### src/rtl/beam_meta_window_builder.sv
// Accumulates beam triggers over a WINDOW-cycle window, maps them onto NMETA bits through
// programmable masks and queues the results in a FWFT FIFO. Option macro: BEAM_META_POPCOUNT_EN.
module beam_meta_window_builder #(
    parameter int NBEAMS     = 48,
    parameter int NMETA      = 8,
    parameter int WINDOW     = 1,
    parameter int FIFO_DEPTH = 4
) (
    input  logic                         clk_i,
    input  logic                         rstn_i,
    input  logic                         trig_i,
    input  logic [NBEAMS-1:0]            beam_i,
    input  logic                         mask_wr_i,
    input  logic [$clog2(NMETA)-1:0]     mask_addr_i,
    input  logic [NBEAMS-1:0]            mask_dat_i,
    output logic [NMETA-1:0]             meta_o,
    output logic [$clog2(NBEAMS+1)-1:0]  pop_o,
    output logic                         meta_valid_o,
    input  logic                         meta_ready_i,
    output logic [15:0]                  merge_cnt_o,
    output logic                         ovf_o,
    input  logic                         stat_clr_i
);
    localparam int AW = $clog2(NMETA);
    localparam int PW = $clog2(NBEAMS + 1);
    localparam int FW = $clog2(FIFO_DEPTH);
    localparam logic [7:0]  WIN_M1 = 8'(WINDOW - 1);
    localparam logic [FW:0] FULL_CNT = (FW + 1)'(FIFO_DEPTH);

    // state | meaning
    // IDLE  | waiting for trig_i
    // ACCUM | window open: acc ORs beam_i, cnt counts down to 1
    // MAP   | acc mapped through masks, result pushed into the FIFO
    typedef enum logic [1:0] {IDLE, ACCUM, MAP} state_t;

    state_t             state;
    logic [NBEAMS-1:0]  acc;
    logic [7:0]         cnt;
    logic [NBEAMS-1:0]  mask [NMETA];
    logic [NMETA-1:0]   map_meta;
    logic               addr_ok;

    logic [NMETA-1:0]   fifo_meta [FIFO_DEPTH];
    logic [FW-1:0]      wr_ptr;
    logic [FW-1:0]      rd_ptr;
    logic [FW:0]        count;
    logic               valid;
    logic               push;
    logic               pop;
    logic               full;
    logic               wr_en;
    logic               drop;
    logic               merge_inc;

    generate
        if (NMETA == (1 << AW)) begin : g_addr_full
            assign addr_ok = 1'b1;
        end else begin : g_addr_cmp
            assign addr_ok = int'(mask_addr_i) < NMETA;
        end
    endgenerate

    always_ff @(posedge clk_i or negedge rstn_i) begin
        if (!rstn_i) begin
            state <= IDLE;
            acc   <= '0;
            cnt   <= '0;
        end else begin
            case (state)
                IDLE: begin
                    if (trig_i) begin
                        acc   <= beam_i;
                        cnt   <= WIN_M1;
                        state <= (WINDOW == 1) ? MAP : ACCUM;
                    end
                end
                ACCUM: begin
                    acc <= acc | beam_i;
                    cnt <= cnt - 8'd1;
                    if (cnt == 8'd1) state <= MAP;
                end
                MAP: begin
                    // a trigger here starts the next window without passing through IDLE
                    if (trig_i) begin
                        acc   <= beam_i;
                        cnt   <= WIN_M1;
                        state <= (WINDOW == 1) ? MAP : ACCUM;
                    end else begin
                        state <= IDLE;
                    end
                end
                default: state <= IDLE;
            endcase
        end
    end

    always_ff @(posedge clk_i or negedge rstn_i) begin
        if (!rstn_i) begin
            for (int j = 0; j < NMETA; j++) mask[j] <= '0;
        end else if (mask_wr_i && addr_ok) begin
            mask[mask_addr_i] <= mask_dat_i;
        end
    end

    always_comb begin
        map_meta = '0;
        for (int j = 0; j < NMETA; j++) map_meta[j] = |(acc & mask[j]);
    end

    assign valid     = (count != '0);
    assign push      = (state == MAP);
    assign pop       = valid & meta_ready_i;
    assign full      = (count == FULL_CNT);
    assign wr_en     = push & (~full | pop);
    assign drop      = push & full & ~pop;
    assign merge_inc = (state == ACCUM) & trig_i;

    always_ff @(posedge clk_i or negedge rstn_i) begin
        if (!rstn_i) begin
            wr_ptr <= '0;
            rd_ptr <= '0;
            count  <= '0;
        end else begin
            if (wr_en) wr_ptr <= wr_ptr + 1'b1;
            if (pop)   rd_ptr <= rd_ptr + 1'b1;
            case ({wr_en, pop})
                2'b10:   count <= count + 1'b1;
                2'b01:   count <= count - 1'b1;
                default: count <= count;
            endcase
        end
    end

    always_ff @(posedge clk_i) begin
        if (wr_en) fifo_meta[wr_ptr] <= map_meta;
    end

    assign meta_o       = valid ? fifo_meta[rd_ptr] : '0;
    assign meta_valid_o = valid;

`ifdef BEAM_META_POPCOUNT_EN
    logic [PW-1:0] map_pop;
    logic [PW-1:0] fifo_pop [FIFO_DEPTH];

    always_comb begin
        map_pop = '0;
        for (int i = 0; i < NBEAMS; i++) map_pop = map_pop + PW'(acc[i]);
    end

    always_ff @(posedge clk_i) begin
        if (wr_en) fifo_pop[wr_ptr] <= map_pop;
    end

    assign pop_o = valid ? fifo_pop[rd_ptr] : '0;
`else
    assign pop_o = '0;
`endif

    // clear wins over a same-cycle increment or overflow
    always_ff @(posedge clk_i or negedge rstn_i) begin
        if (!rstn_i) begin
            merge_cnt_o <= '0;
            ovf_o       <= 1'b0;
        end else if (stat_clr_i) begin
            merge_cnt_o <= '0;
            ovf_o       <= 1'b0;
        end else begin
            if (merge_inc && (merge_cnt_o != 16'hFFFF)) merge_cnt_o <= merge_cnt_o + 16'd1;
            if (drop) ovf_o <= 1'b1;
        end
    end

endmodule
### config.mk
export PLATFORM = sky130hd
export DESIGN_NAME = beam_meta_window_builder
export DESIGN_NICKNAME = d
export VERILOG_FILES = /design/src/rtl/beam_meta_window_builder.sv
export SDC_FILE = /design/constraint.sdc
export NUM_CORES = 1
export LEC_CHECK = 0
export ABC_AREA = 1
export BUFFER_PORTS_ARGS = -buffer_cell sky130_fd_sc_hd__buf_4
export CAP_MARGIN = 20
export CELL_PAD_IN_SITES_DETAIL_PLACEMENT = 1
export CELL_PAD_IN_SITES_GLOBAL_PLACEMENT = 2
export CORE_MARGIN = 2
export CORE_UTILIZATION = 34
export CTS_CLUSTER_DIAMETER = 40
export DETAILED_ROUTE_END_ITERATION = 6
export GPL_TIMING_DRIVEN = 0
export PLACE_DENSITY = 0.82
export REMOVE_ABC_BUFFERS = 1
export SLEW_MARGIN = 10
export SYNTH_ARGS = -nofsm -noshare
export SYNTH_HDL_FRONTEND = slang
export SYNTH_SLANG_ARGS = --single-unit
### constraint.sdc
create_clock -name clk_i -period 1.4 [get_ports clk_i]
set_input_delay 0.42 -clock clk_i [delete_from_list [all_inputs] [get_ports clk_i]]
set_output_delay 0.42 -clock clk_i [all_outputs]
set_load 0.02 [all_outputs]
* Word-level counts from Yosys, hierarchy flattened
Memories as Yosys holds them, arrays and structs flattened.
Cells that the tools add are included.
** Cells by class
- Muxes and demuxes :: 19
- $add $sub $neg :: 6
- Reductions and logical operators :: 19
- Order comparisons :: 2
- Eq/ne operators :: 10
- Bitwise gates (word level) :: 18
** Operator list (number)
- $and 48x48->48 :: 8
- $bwmux 384 :: 1
- $reduce_or 48->1 :: 8
- $demux 48 s3 :: 1
- $mux 48 :: 2
- $pmux 48 s2 :: 1
- $or 48x48->48 :: 1
- $mux 16 :: 2
- $add 16x1->16 const B :: 1
- $mux 8 :: 2
- $ne 16x16->1 const B :: 1
- $pmux 8 s2 :: 1
- $eq 8x1->1 const B :: 1
- $reduce_bool 2->1 :: 4
- $sub 8x1->8 const B :: 1
- $mux 2 :: 3
- $pmux 2 s3 :: 1
- $pmux 3 s2 :: 1
- $and 1x1->1 :: 5
- $add 2x1->2 const B :: 2
- $eq 2x1->1 const B :: 2
- $eq 2x2->1 const B :: 2
- $ge 4x4->1 const B :: 1
- $lt 4x1->1 const B :: 1
- 14 further kinds :: 21
** Storage, ports and cells
- Register bits :: 466
- Memory bits (writable) :: 32
- Bits of input ports :: 105
- Memories kept :: 1
** Memory list
- fifo_meta :: depth 4, bits a word 8, rd ports 1, clocked after memory_dff 0, wr ports 1, line 43 : logic [NMETA-1:0] fifo_meta [FIFO_DEPTH];

* Logic depth before layout (Yosys ltp)
- Depth after elaboration :: 6
- Mapped depth :: 9

* Worst setup path after synthesis
OpenSTA, ideal clock, no wires.
- Path type :: register to output
- Start :: reg rd_ptr[0]
- End :: out meta_o[5]
- Arrival :: 1.287 ns
- Slack :: -0.307 ns
- Stages on the path, launching flop included :: 6
- Buffers on the path :: 2
- Required time :: 0.980 ns
- Cells stage by stage :: dfrtp_1 buf_2 inv_2 clkbuf_1 o21ai_0 a21oi_1
** Between the ends
- Longest elaborated chain between the ends :: 2
** Ends and longest elaborated chain
- start, declared :: line 45 : logic [FW-1:0] rd_ptr;
- start signal, assigned :: line 125 : if (pop) rd_ptr <= rd_ptr + 1'b1;
- $mem_v2 4x8
- $mux 8 :: line 138 : assign meta_o = valid ? fifo_meta[rd_ptr] : '0;
- end, declared :: line 16 : output logic [NMETA-1:0] meta_o,
No other way between the ends.

* Worst setup path in the final report
- Start :: reg rd_ptr[0]
- End :: out meta_o[4]
Same word-level chain as after synthesis.

==> out/qor.txt <==
Share of the clock period used by the worst path = 162%
First-pass GRT wire length = 101,000 um
Top Ports = 137
Crit path largest cell delay = 500 ps
Layout Cells excl Fill = 3,407
Die extent in x = 250 um
DRT antenna net count = 0
Mapped Area = 0.0206 mm^2
Max Freq = 441 MHz
Final hold violation count = 0
Violated checks = negative setup slack
Hold Path Class = in -> reg
Power per cell area = 1810 mW/mm^2
Worst Hold Path EP = mask[26]$_DFFE_PN0P_
WP data arrival = 1850 ps
Post-Syn Instances = 2,365
Worst hold stages = 3
Mean Syn Cell Area = 8.71 um^2
Crit-path most repeated cell = nor2_1
DRC marker count from the first detailed-route iteration = 940
H-Tree Depth = 3
Core area = 0.0601 mm^2
Post-DP HPWL = 40,500 um
Initial antenna violation count = 0
Die Y-Extent = 250 um
Unique masters post-synth = 26
Final WS setup = -870 ps
Reg2Reg Capture Point = fifo_meta[3][3]$_DFFE_PP_
Layout cells sized above 1 = 22.9%
Area Growth Syn to Fin = 32.7%
Leak = 12.8 nW
Vias in the first global route = 18,000
Clock-pin slew on the worst setup and hold paths = 60 ps
Delay-heaviest family, CP = flip-flops
Initial core utilization = 34.3%
Final Slew Violations = 0
Hold Crit Start = mask_dat_i[26]
Reg-to-reg slack, setup = -340 ps
Commonest non-fill, non-tap cell in the layout = nand2_1
Kind of critical path = reg -> out
# clock sinks = 489
Peak supply drop = 0.754 mV
Pre-CTS WS = -1060 ps
Outcome = finished with violations
Slew headroom = 31.3%
Max-Cap Viols = 0
WL/cell = 18.9 um
Routed wire length = 64,300 um
Critical Path Sink Type = output port
WP buf/inv = 2
Clock latency on the worst-skew pair = 620 ps
RSZ-0062 raised after global routing = yes
1st-pass router iterations = 5
Clock Skew = 30.7 ps
Setup violators final = 362
Placer Congestion = 0.789
Launch point of the worst reg-to-reg path = acc[13]$_DFFE_PN0P_
Worst Path Max Fanout = 7
Worst hold slack = 25.4 ps
Dpl cells = 3,149
Critical path's slowest cell = dfrtp_2
Critical Path RT = 980 ps
CP startpoint kind = flip-flop
Worst-path cell chain = buf_12 -> nor2_1 -> nor2_1 -> o21ai_1 -> a21oi_2 -> buf_4
CTS tree = built
Via/cell ratio = 4.92
Placement row count = 90
Reg2reg path depth = 7
TritonCTS Buffers = 89
Sequential fraction of the synthesis area = 60.2%
#FFs+latches synth = 489
GRT overflow = 0
Die area = 0.0626 mm^2
Most frequent cells in the layout = nand2_1, dfrtp_1, o21ai_0
Root Driver = clkbuf_16
Syn. warnings = 0
Worst-case clock buffer depth = 3
Overall Global Routing Usage = 20.4%
Largest net degree at the start of global routing = 82
Fin nets = 2,661
Worst-margin pin slew = 1030 ps
# port buffers = 130
Vias = 16,700
Fin crit period = 2270 ps
# DRC = 0
==> cell families after synthesis <==
logic type / Yosys count / share of synthesized area (%)
AO/OA/AOI/OAI: 479 / 11.6
XOR/XNOR: 3 / 0.128
adder cells (fa/ha/maj): 5 / 0.340
buffers and inverters: 283 / 6.00
flip-flops: 489 / 60.2
multiplexers: 24 / 1.31
other: 1 / 0.0182
AND/OR/NAND/NOR: 1081 / 20.4
==> worst max-delay path by stage <==
stage	start	to	slack [ps]	depth (start not counted)
after floorplan	mask_wr_i	mask[48]$_DFFE_PN0P_	-1280	4
after global placement	rstn_i	acc[24]$_DFFE_PN0P_	-4960	1
after detailed placement	rstn_i	acc[24]$_DFFE_PN0P_	-1060	5
after CTS	rd_ptr[0]$_DFFE_PN0N_	meta_o[2]	-850	6
after global routing	rd_ptr[0]$_DFFE_PN0N_	meta_o[4]	-980	6
final	rd_ptr[0]$_DFFE_PN0N_	meta_o[4]	-870	6
==> sequential cells by signal, indices dropped and copies added (netlist names) <==
signal and flops:
count 3, rd_ptr 2, acc 48, merge_cnt_o 16
state 1, wr_ptr 2, fifo_meta 32, ovf_o 1
mask 384
==> power breakdown <==
part           leakage (nW)  internal [W]  total, W  switching, W
clock network          1.52        0.0147    0.0224       0.00771
registers              5.84        0.0167    0.0184       0.00168
logic                  5.46       0.00337   0.00874       0.00537
total                  12.8        0.0348    0.0495        0.0148
==> worst reg2reg max path, cell delays in order, from the launching register on <==
cell and delay [ps]:
dfrtp_2 430, buf_4 140, nand2_1 50, nand2_1 60, nor2_2 150, nand2_1 130, nor3_2 250, nand3_2 210
==> stage by stage <==
stage	setup TNS, ps	cell area (um^2)	util (%)	total power [W]
floorplan	-340370	19900	-	0.0223
global placement	-3164650	21800	36.3	0.0249
detailed placement	-388390	22300	37.1	0.0255
CTS	-122710	26700	44.5	0.0495
global route	-147990	27300	45.5	0.0520
finish	-104970	27300	45.5	0.0495
==> layer usage <==
layer / vias to the layer above / global-route usage [%] / part of all wire [%]
met4: 0 / 6.76 / 2.6
met5: - / 0 / 0
li1: 7951 / - / -
met3: 111 / 3.76 / 3.7
met1: 8395 / 26.7 / 44
met2: 290 / 34.2 / 49
==> layout make-up <==
class	instances	area, um^2
antenna	1	2.50
clock buffer	110	2470
timing repair buffer	237	2390
inverter	134	509
tap	782	978
clock inverter	54	671
fill	6791	32800
sequential	489	12500
multi-input combinational	1600	7880
==> synth_stat cells, drive strengths merged <==
library cell / number / area (um^2)
a21oi: 54 / 270
edfxtp: 32 / 961
inv: 134 / 503
clkbuf: 92 / 345
nor2: 148 / 558
nand4: 27 / 169
fa: 1 / 20.0
nand2: 861 / 3230
buf: 57 / 388
xor2: 3 / 26.3
ha: 4 / 50.1
nand3b: 3 / 22.5
o21ai: 425 / 2130
dfrtp: 457 / 11400
and3: 1 / 6.26
nand3: 28 / 140
conb: 1 / 3.75
mux2: 24 / 270
nor3: 13 / 76.3
==> timing repair <==
item                                   in CTS  in global routing
resized for setup                         206                120
setup endpoints to repair                 192                535
endpoints found under the hold margin      86                 67
gates cloned                                3                  3
setup buffers                              41                 25
pin swaps                                  48                 70
hold buffers                               23                  1
(Power assumes the default switching activity.)
